File: src/rtl/sram_rd_port_ctrl_if.sv
// Client-side bundle for sram_rd_port_ctrl: write port, read request/response streams and flush.
// The master drives requests; the slave (the controller) answers them.
interface sram_rd_port_ctrl_if #(
    parameter int unsigned WIDTH      = 32,
    parameter int unsigned ADDR_WIDTH = 6
);
    logic                  flush;
    logic                  wr_en;
    logic [ADDR_WIDTH-1:0] wr_addr;
    logic [WIDTH-1:0]      wr_data;
    logic                  req_valid;
    logic                  req_ready;
    logic [ADDR_WIDTH-1:0] req_addr;
    logic                  rsp_valid;
    logic                  rsp_ready;
    logic [WIDTH-1:0]      rsp_data;

    modport master (
        output flush,
        output wr_en,
        output wr_addr,
        output wr_data,
        output req_valid,
        input  req_ready,
        output req_addr,
        input  rsp_valid,
        output rsp_ready,
        input  rsp_data
    );

    modport slave (
        input  flush,
        input  wr_en,
        input  wr_addr,
        input  wr_data,
        input  req_valid,
        output req_ready,
        input  req_addr,
        output rsp_valid,
        input  rsp_ready,
        output rsp_data
    );
endinterface

File: src/rtl/sram_rd_port_ctrl.sv
// Valid/ready read front end for a 1R1W SRAM with a fixed, unstallable 2-cycle read.
// Tracks in-flight reads, forwards same-cycle writes and buffers returns against backpressure.
module sram_rd_port_ctrl #(
    parameter int unsigned WIDTH      = 32,
    parameter int unsigned DEPTH      = 64,
    parameter int unsigned ADDR_WIDTH = $clog2(DEPTH),
    parameter int unsigned RSP_DEPTH  = 4
) (
    input  logic                  clk,
    input  logic                  rst,
    sram_rd_port_ctrl_if.slave    bus_io,
    output logic                  ram_wen_o,
    output logic [ADDR_WIDTH-1:0] ram_waddr_o,
    output logic [WIDTH-1:0]      ram_wdata_o,
    output logic                  ram_ren_o,
    output logic [ADDR_WIDTH-1:0] ram_raddr_o,
    input  logic [WIDTH-1:0]      ram_rdata_i
);

    localparam int unsigned OccW = $clog2(RSP_DEPTH + 1);
    localparam int unsigned PtrW = $clog2(RSP_DEPTH);
    localparam logic [OccW-1:0] OccMax  = OccW'(RSP_DEPTH);
    localparam logic [OccW-1:0] OccOne  = OccW'(1);
    localparam logic [PtrW-1:0] PtrLast = PtrW'(RSP_DEPTH - 1);
    localparam logic [PtrW-1:0] PtrOne  = PtrW'(1);

    // Read tracking pipeline, aligned with the wrapper's two read stages
    logic             s1_vld_q, s1_fwd_q;
    logic [WIDTH-1:0] s1_fwd_data_q;
    logic             s2_vld_q, s2_fwd_q;
    logic [WIDTH-1:0] s2_fwd_data_q;

    logic [OccW-1:0]  occ_q, occ_d;
    logic [OccW-1:0]  cnt_q, cnt_d;
    logic [PtrW-1:0]  wr_ptr_q, wr_ptr_d;
    logic [PtrW-1:0]  rd_ptr_q, rd_ptr_d;
    logic [WIDTH-1:0] fifo_mem_q [RSP_DEPTH];

    logic             req_ready, req_fire;
    logic             rsp_valid, rsp_fire;
    logic [WIDTH-1:0] rsp_data, ret_word;
    logic             fwd, fifo_empty, push, pop;

    function automatic logic [PtrW-1:0] ptr_inc(input logic [PtrW-1:0] p);
        return (p == PtrLast) ? '0 : p + PtrOne;
    endfunction

    // Write path is a pure passthrough
    assign ram_wen_o   = bus_io.wr_en & ~rst;
    assign ram_waddr_o = bus_io.wr_addr;
    assign ram_wdata_o = bus_io.wr_data;

    assign fifo_empty = (cnt_q == '0);
    assign ret_word   = s2_fwd_q ? s2_fwd_data_q : ram_rdata_i;

    assign rsp_valid = ~bus_io.flush & (~fifo_empty | s2_vld_q);
    assign rsp_data  = fifo_empty ? ret_word : fifo_mem_q[rd_ptr_q];
    assign rsp_fire  = rsp_valid & bus_io.rsp_ready;

    // A slot is freed in the same cycle a response leaves, so full occupancy does not stall
    assign req_ready = ~rst & ~bus_io.flush & ((occ_q < OccMax) | rsp_fire);
    assign req_fire  = bus_io.req_valid & req_ready;
    assign fwd       = bus_io.wr_en & (bus_io.wr_addr == bus_io.req_addr);

    assign push = s2_vld_q & ~bus_io.flush & ~(fifo_empty & bus_io.rsp_ready);
    assign pop  = ~fifo_empty & bus_io.rsp_ready & ~bus_io.flush;

    assign ram_ren_o   = req_fire;
    assign ram_raddr_o = bus_io.req_addr;

    assign bus_io.req_ready = req_ready;
    assign bus_io.rsp_valid = rsp_valid;
    assign bus_io.rsp_data  = rsp_data;

    always_comb begin
        occ_d = occ_q;
        unique case ({req_fire, rsp_fire})
            2'b10:   occ_d = occ_q + OccOne;
            2'b01:   occ_d = occ_q - OccOne;
            default: occ_d = occ_q;
        endcase
    end

    always_comb begin
        cnt_d    = cnt_q;
        wr_ptr_d = wr_ptr_q;
        rd_ptr_d = rd_ptr_q;
        if (push) begin
            wr_ptr_d = ptr_inc(wr_ptr_q);
        end
        if (pop) begin
            rd_ptr_d = ptr_inc(rd_ptr_q);
        end
        unique case ({push, pop})
            2'b10:   cnt_d = cnt_q + OccOne;
            2'b01:   cnt_d = cnt_q - OccOne;
            default: cnt_d = cnt_q;
        endcase
    end

    always_ff @(posedge clk or posedge rst) begin
        if (rst) begin
            s1_vld_q      <= 1'b0;
            s1_fwd_q      <= 1'b0;
            s1_fwd_data_q <= '0;
            s2_vld_q      <= 1'b0;
            s2_fwd_q      <= 1'b0;
            s2_fwd_data_q <= '0;
            occ_q         <= '0;
            cnt_q         <= '0;
            wr_ptr_q      <= '0;
            rd_ptr_q      <= '0;
        end else if (bus_io.flush) begin
            s1_vld_q <= 1'b0;
            s2_vld_q <= 1'b0;
            occ_q    <= '0;
            cnt_q    <= '0;
            wr_ptr_q <= '0;
            rd_ptr_q <= '0;
        end else begin
            s1_vld_q      <= req_fire;
            s1_fwd_q      <= fwd;
            s1_fwd_data_q <= bus_io.wr_data;
            s2_vld_q      <= s1_vld_q;
            s2_fwd_q      <= s1_fwd_q;
            s2_fwd_data_q <= s1_fwd_data_q;
            occ_q         <= occ_d;
            cnt_q         <= cnt_d;
            wr_ptr_q      <= wr_ptr_d;
            rd_ptr_q      <= rd_ptr_d;
        end
    end

    // Storage needs no reset; only entries below cnt_q are ever read
    always_ff @(posedge clk) begin
        if (push) begin
            fifo_mem_q[wr_ptr_q] <= ret_word;
        end
    end

    // Occupancy accounting guarantees a push never lands on a full, non-popping buffer
    assert property (@(posedge clk) disable iff (rst) !(push && !pop && (cnt_q == OccMax)));

endmodule

File: src/flat_wrapper.sv
// flat-port wrapper written by rule: the top's interface ports become plain ports
module sram_rd_port_ctrl_flat 
#(
    parameter int unsigned WIDTH      = 32,
    parameter int unsigned DEPTH      = 64,
    parameter int unsigned ADDR_WIDTH = $clog2(DEPTH),
    parameter int unsigned RSP_DEPTH  = 4
)
  (clk, rst, ram_wen_o, ram_waddr_o, ram_wdata_o, ram_ren_o, ram_raddr_o, ram_rdata_i, bus_io_flush, bus_io_wr_en, bus_io_wr_addr, bus_io_wr_data, bus_io_req_valid, bus_io_req_ready, bus_io_req_addr, bus_io_rsp_valid, bus_io_rsp_ready, bus_io_rsp_data);
  sram_rd_port_ctrl_if #(.WIDTH(WIDTH), .ADDR_WIDTH(ADDR_WIDTH)) bus_io_i ();
  input  logic clk;
  input  logic rst;
  output logic ram_wen_o;
  output logic [ADDR_WIDTH-1:0] ram_waddr_o;
  output logic [WIDTH-1:0] ram_wdata_o;
  output logic ram_ren_o;
  output logic [ADDR_WIDTH-1:0] ram_raddr_o;
  input  logic [WIDTH-1:0] ram_rdata_i;
  input wire logic [$bits(bus_io_i.flush)-1:0] bus_io_flush;
  input wire logic [$bits(bus_io_i.wr_en)-1:0] bus_io_wr_en;
  input wire logic [$bits(bus_io_i.wr_addr)-1:0] bus_io_wr_addr;
  input wire logic [$bits(bus_io_i.wr_data)-1:0] bus_io_wr_data;
  input wire logic [$bits(bus_io_i.req_valid)-1:0] bus_io_req_valid;
  output wire logic [$bits(bus_io_i.req_ready)-1:0] bus_io_req_ready;
  input wire logic [$bits(bus_io_i.req_addr)-1:0] bus_io_req_addr;
  output wire logic [$bits(bus_io_i.rsp_valid)-1:0] bus_io_rsp_valid;
  input wire logic [$bits(bus_io_i.rsp_ready)-1:0] bus_io_rsp_ready;
  output wire logic [$bits(bus_io_i.rsp_data)-1:0] bus_io_rsp_data;
  assign bus_io_i.flush = bus_io_flush;
  assign bus_io_i.wr_en = bus_io_wr_en;
  assign bus_io_i.wr_addr = bus_io_wr_addr;
  assign bus_io_i.wr_data = bus_io_wr_data;
  assign bus_io_i.req_valid = bus_io_req_valid;
  assign bus_io_req_ready = bus_io_i.req_ready;
  assign bus_io_i.req_addr = bus_io_req_addr;
  assign bus_io_rsp_valid = bus_io_i.rsp_valid;
  assign bus_io_i.rsp_ready = bus_io_rsp_ready;
  assign bus_io_rsp_data = bus_io_i.rsp_data;
  sram_rd_port_ctrl #(.WIDTH(WIDTH), .DEPTH(DEPTH), .ADDR_WIDTH(ADDR_WIDTH), .RSP_DEPTH(RSP_DEPTH)) u_core (.clk(clk), .rst(rst), .bus_io(bus_io_i), .ram_wen_o(ram_wen_o), .ram_waddr_o(ram_waddr_o), .ram_wdata_o(ram_wdata_o), .ram_ren_o(ram_ren_o), .ram_raddr_o(ram_raddr_o), .ram_rdata_i(ram_rdata_i));
endmodule
File: config.mk
export PLATFORM = sky130hd
export DESIGN_NAME = sram_rd_port_ctrl_flat
export DESIGN_NICKNAME = d
export VERILOG_FILES = /design/src/rtl/sram_rd_port_ctrl_if.sv /design/src/rtl/sram_rd_port_ctrl.sv /design/src/flat_wrapper.sv
export SDC_FILE = /design/constraint.sdc
export NUM_CORES = 1
export LEC_CHECK = 0
export CAP_MARGIN = 25
export CORE_ASPECT_RATIO = 0.8
export CORE_MARGIN = 10
export CORE_UTILIZATION = 57
export DETAILED_ROUTE_END_ITERATION = 10
export PLACE_DENSITY = 0.86
export SLEW_MARGIN = 20
export SYNTH_ARGS = -nofsm -noshare
export SYNTH_HDL_FRONTEND = slang
export SYNTH_SLANG_ARGS = --single-unit
File: constraint.sdc
create_clock -name clk -period 4.21 [get_ports clk]
set_input_delay 0.842 -clock clk [delete_from_list [all_inputs] [get_ports clk]]
set_output_delay 0.842 -clock clk [all_outputs]
set_load 0.03 [all_outputs]
==> reports/qor.json <==
{
  "synthesis.area": {"value": 9075, "unit": "µm²"},
  "place.gp.congestion": {"value": 0.8180},
  "grt_first_pass_wirelength": {"value": 31910, "unit": "µm"},
  "post_cts_buffers": {"value": 0},
  "clock_latency_at_the_later_pin_of_the_worst_skew_pair": {"value": 480, "unit": "ps"},
  "synthesis.yosys.warnings": {"value": 0},
  "design.final.nets": {"value": 797},
  "post_synth_most_frequent_cells": {"value": "128 x edfxtp_1, 101 x nand2_1, 99 x mux2_2"},
  "cts_tree": {"value": "yes"},
  "grt_use_total": {"value": 0.1829},
  "source_of_the_worst_hold_timing_path": {"value": "u_core.s1_vld_q$_DFF_PP0_"},
  "crit_type": {"value": "reg -> out"},
  "syn_avg_cell_area": {"value": 15.33, "unit": "µm²"},
  "dr.pass1.iters": {"value": 5},
  "post_route_cells_drive_above_1_share": {"value": 0.2521},
  "path_buf_inv": {"value": 2},
  "setup_crit_start_kind": {"value": "flip-flop"},
  "outcome": {"value": "finished clean"},
  "max-slew-margin-rel": {"value": 0.3799},
  "timing.final.crit_share": {"value": 0.8879},
  "critical_path_arrival": {"value": 2900, "unit": "ps"},
  "critPathLaunch": {"value": "u_core.cnt_q[2]$_DFFE_PP0P_"},
  "async_flop_share": {"value": 0.3786},
  "clock_power_share": {"value": 0.354},
  "peakVddDrop": {"value": 0.0002709, "unit": "V"},
  "dr.first_iter.drc_count": {"value": 296},
  "crit_required": {"value": 3370, "unit": "ps"},
  "syn2layout_area_growth": {"value": 23.63, "unit": "%"},
  "worstPathCellList": {"value": "nor3_2 > buf_4 > nand2_1 > nand2_1 > clkdlybuf4s50_1"},
  "cts_made_buffers": {"value": 20},
  "hold_removal_path_class": {"value": "reg -> reg"},
  "synth.lib_cells_used.distinct": {"value": 44},
  "initial_utilization": {"value": 0.5781},
  "power_per_cell_area": {"value": 461.7, "unit": "nW/µm²"},
  "ctsHtreeMaxLevel": {"value": 1},
  "pre_cts_ws": {"value": 615.1, "unit": "ps"},
  "drt-wirelength-per-cell": {"value": 20.82, "unit": "µm"},
  "routed_wirelength": {"value": 19510, "unit": "µm"},
  "post-synth-top-area-cell": {"value": "edfxtp_1"},
  "critical_path.endpoint_type": {"value": "output port"},
  "ctsHoldBuffers": {"value": 0},
  "synth_fp_nets": {"value": 681},
  "place.detailed.hpwl": {"value": 12620, "unit": "µm"},
  "route.vias.total": {"value": 5253},
  "post_route_worst_setup_slack": {"value": 472.0, "unit": "ps"},
  "critPathSlowestCell": {"value": "nor3_2"},
  "antenna_found_initial": {"value": 0},
  "worst_clock_skew": {"value": 7.334, "unit": "ps"},
  "synth.most_common_cell": {"value": "edfxtp_1"},
  "grt_pass1_vias": {"value": 5985},
  "postSynthCellCount": {"value": 592},
  "design.die.area": {"value": 21400, "unit": "µm²"},
  "timing.critical_path.mode_cell": {"value": "nand2_1"},
  "core-area": {"value": 15700, "unit": "µm²"},
  "insertedDiodeCount": {"value": 0},
  "timing_worst_slew_pin_value": {"value": 930.1, "unit": "ps"},
  "period_needed": {"value": 3738, "unit": "ps"},
  "path_max_fanout": {"value": 14},
  "synth_flop_cell": {"value": "edfxtp_1"},
  "die_boundary_height": {"value": 132.9, "unit": "µm"},
  "numClockSinks": {"value": 206},
  "grt_overflow": {"value": 0},
  "final-max-slew-violation-count": {"value": 0},
  "power.static_leakage": {"value": 4.133, "unit": "nW"},
  "clock_path_buffers": {"value": 3},
  "power.switching_fraction": {"value": 0.2640},
  "unrepaired_setup_endpoints_after_global_routing": {"value": "false"},
  "die_w": {"value": 161.1, "unit": "µm"},
  "fillerInstances": {"value": 1030},
  "p_int": {"value": 3.813, "unit": "mW"},
  "post_synth_main_area_contributors": {"value": "edfxtp_1 42%, dfrtp_1 22%, mux2_2 12%, mux4_2 7.9%, nand2_1 4.2%"},
  "timing.rr.start": {"value": "u_core.cnt_q[2]$_DFFE_PP0P_"},
  "rows": {"value": 41},
  "clockRootBuffer": {"value": "clkbuf_16"},
  "synth-seq-cells": {"value": 206},
  "finalHoldViolCount": {"value": 0},
  "timing.final.setup_violations": {"value": 0},
  "ant_nets": {"value": 0},
  "timing.max_cap.violations": {"value": 0},
  "ys_seq_area_frac": {"value": 0.6386},
  "largest_net_degree_at_the_start_of_global_routing": {"value": 58},
  "critical-path-top-delay-family": {"value": "buffers and inverters"},
  "pin_count": {"value": 162},
  "drcViolationCount": {"value": 0},
  "yosys_top_cell_area_share": {"value": 0.4235},
  "max_stage_delay": {"value": 690, "unit": "ps"},
  "synth_enable_flop_cells": {"value": 128},
  "totalNegativeSetupSlack": {"value": 0, "unit": "ps"},
  "vias_per_cell": {"value": 5.606},
  "clock.fmax": {"value": 267.5, "unit": "MHz"},
  "power.share.combinational": {"value": 0.199},
  "cts-resized-gates": {"value": 0},
  "sequentialPowerShare": {"value": 0.447},
  "buffer_ports.inserted": {"value": 161},
  "psw": {"value": 1.367, "unit": "mW"},
  "path_clk_slew": {"value": 60, "unit": "ps"}
}
final timing paths:
check | end | slack, ps | cells after the start
max reg2reg | u_core.fifo_mem_q[3][14]$_DFFE_PP_ | 1560 | 4
min reg2reg | u_core.s2_vld_q$_DFF_PP0_ | 480 | 1
max | bus_io_rsp_data[20] | 470 | 5
max in group asynchronous | u_core.s2_fwd_data_q[28]$_DFFE_PP0N_ | 2400 | 3
min in group asynchronous | u_core.s1_fwd_data_q[20]$_DFFE_PP0N_ | 1020 | 2
min | u_core.s2_vld_q$_DFF_PP0_ | 480 | 1
layout make-up:
type | count | area, µm² | share of cell area
flip-flops and latches | 206 | 5799 | 0.5169
well taps | 215 | 269.0 | 0.02398
repair buffers | 168 | 1662 | 0.1481
clock buffers | 29 | 596.8 | 0.05320
clock inverters | 7 | 82.58 | 0.007360
inverters | 4 | 17.52 | 0.001561
multi-input cells | 308 | 2793 | 0.2489
per-layer routing:
metal  track usage  vias to the layer above  part of all wire
met4       0.04087                        0             0.019
met1        0.2252                     2647              0.39
li1              -                     2364                 -
met3       0.05146                       29             0.081
met2        0.3142                      213              0.51
met5             0                        -                 0
through the flow:
stage          cells  hold WS [ps]  area (µm²)  utilization  power [mW]
6_report         937         477.2       11220       0.7147       5.180
5_1_grt          937         506.7       11220       0.7147       5.372
4_1_cts          937         480.3       11220       0.7147       5.225
3_5_place_dp     901         466.3       10540       0.6714       3.397
3_3_place_gp     901         442.1       10540       0.6714       3.358
2_1_floorplan    592         438.5        9075            -       2.986
placed cells by master (no fill, tap or decap), types with 3 or more instances in the layout:
| cell type | Yosys | routed |
|---|---|---|
| clkdlybuf4s50_1 | 0 | 160 |
| edfxtp_1 | 128 | 128 |
| nand2_1 | 101 | 101 |
| mux2_2 | 99 | 99 |
| dfrtp_1 | 78 | 75 |
| mux4_2 | 32 | 32 |
| clkbuf_16 | 0 | 22 |
| buf_4 | 44 | 8 |
| nor2_1 | 7 | 7 |
| a21oi_1 | 7 | 7 |
| xnor2_1 | 6 | 6 |
| nand4_1 | 5 | 5 |
| ha_1 | 5 | 5 |
| clkbuf_1 | 20 | 5 |
| nor2b_1 | 4 | 4 |
| and2_2 | 0 | 4 |
| nand3_1 | 3 | 3 |
| inv_1 | 4 | 3 |
| nor3_1 | 4 | 3 |
| nand2b_1 | 3 | 3 |
| clkinv_2 | 0 | 3 |
| dfrtp_2 | 0 | 3 |
power by group through the flow:
| stage | registers [mW] | logic (mW) | clock network, mW |
|---|---|---|---|
| after floorplan | 2.32 | 0.669 | 0 |
| after global placement | 2.35 | 1.01 | 0 |
| after detailed placement | 2.36 | 1.04 | 0 |
| after CTS | 2.32 | 1.05 | 1.86 |
| after global routing | 2.33 | 1.10 | 1.94 |
| final | 2.32 | 1.03 | 1.83 |
flip-flops by register name, indices dropped and copies added (netlist names):
register and flops:
u_core.fifo_mem_q 128, u_core.s2_fwd_q 1, u_core.wr_ptr_q 2, u_core.s1_fwd_data_q 32
u_core.s1_vld_q 1, u_core.s2_vld_q 1, u_core.s2_fwd_data_q 32, u_core.s1_fwd_q 1
u_core.occ_q 3, u_core.cnt_q 3, u_core.rd_ptr_q 2
logic make-up after synthesis:
family | synth area share
simple gates | 0.07170
flops | 0.6386
fa+ha+maj | 0.01131
buf+inv | 0.05473
xor+xnor | 0.006756
compound gates | 0.01461
mux | 0.2023
Note: power is estimated with default switching activity, not from simulation.
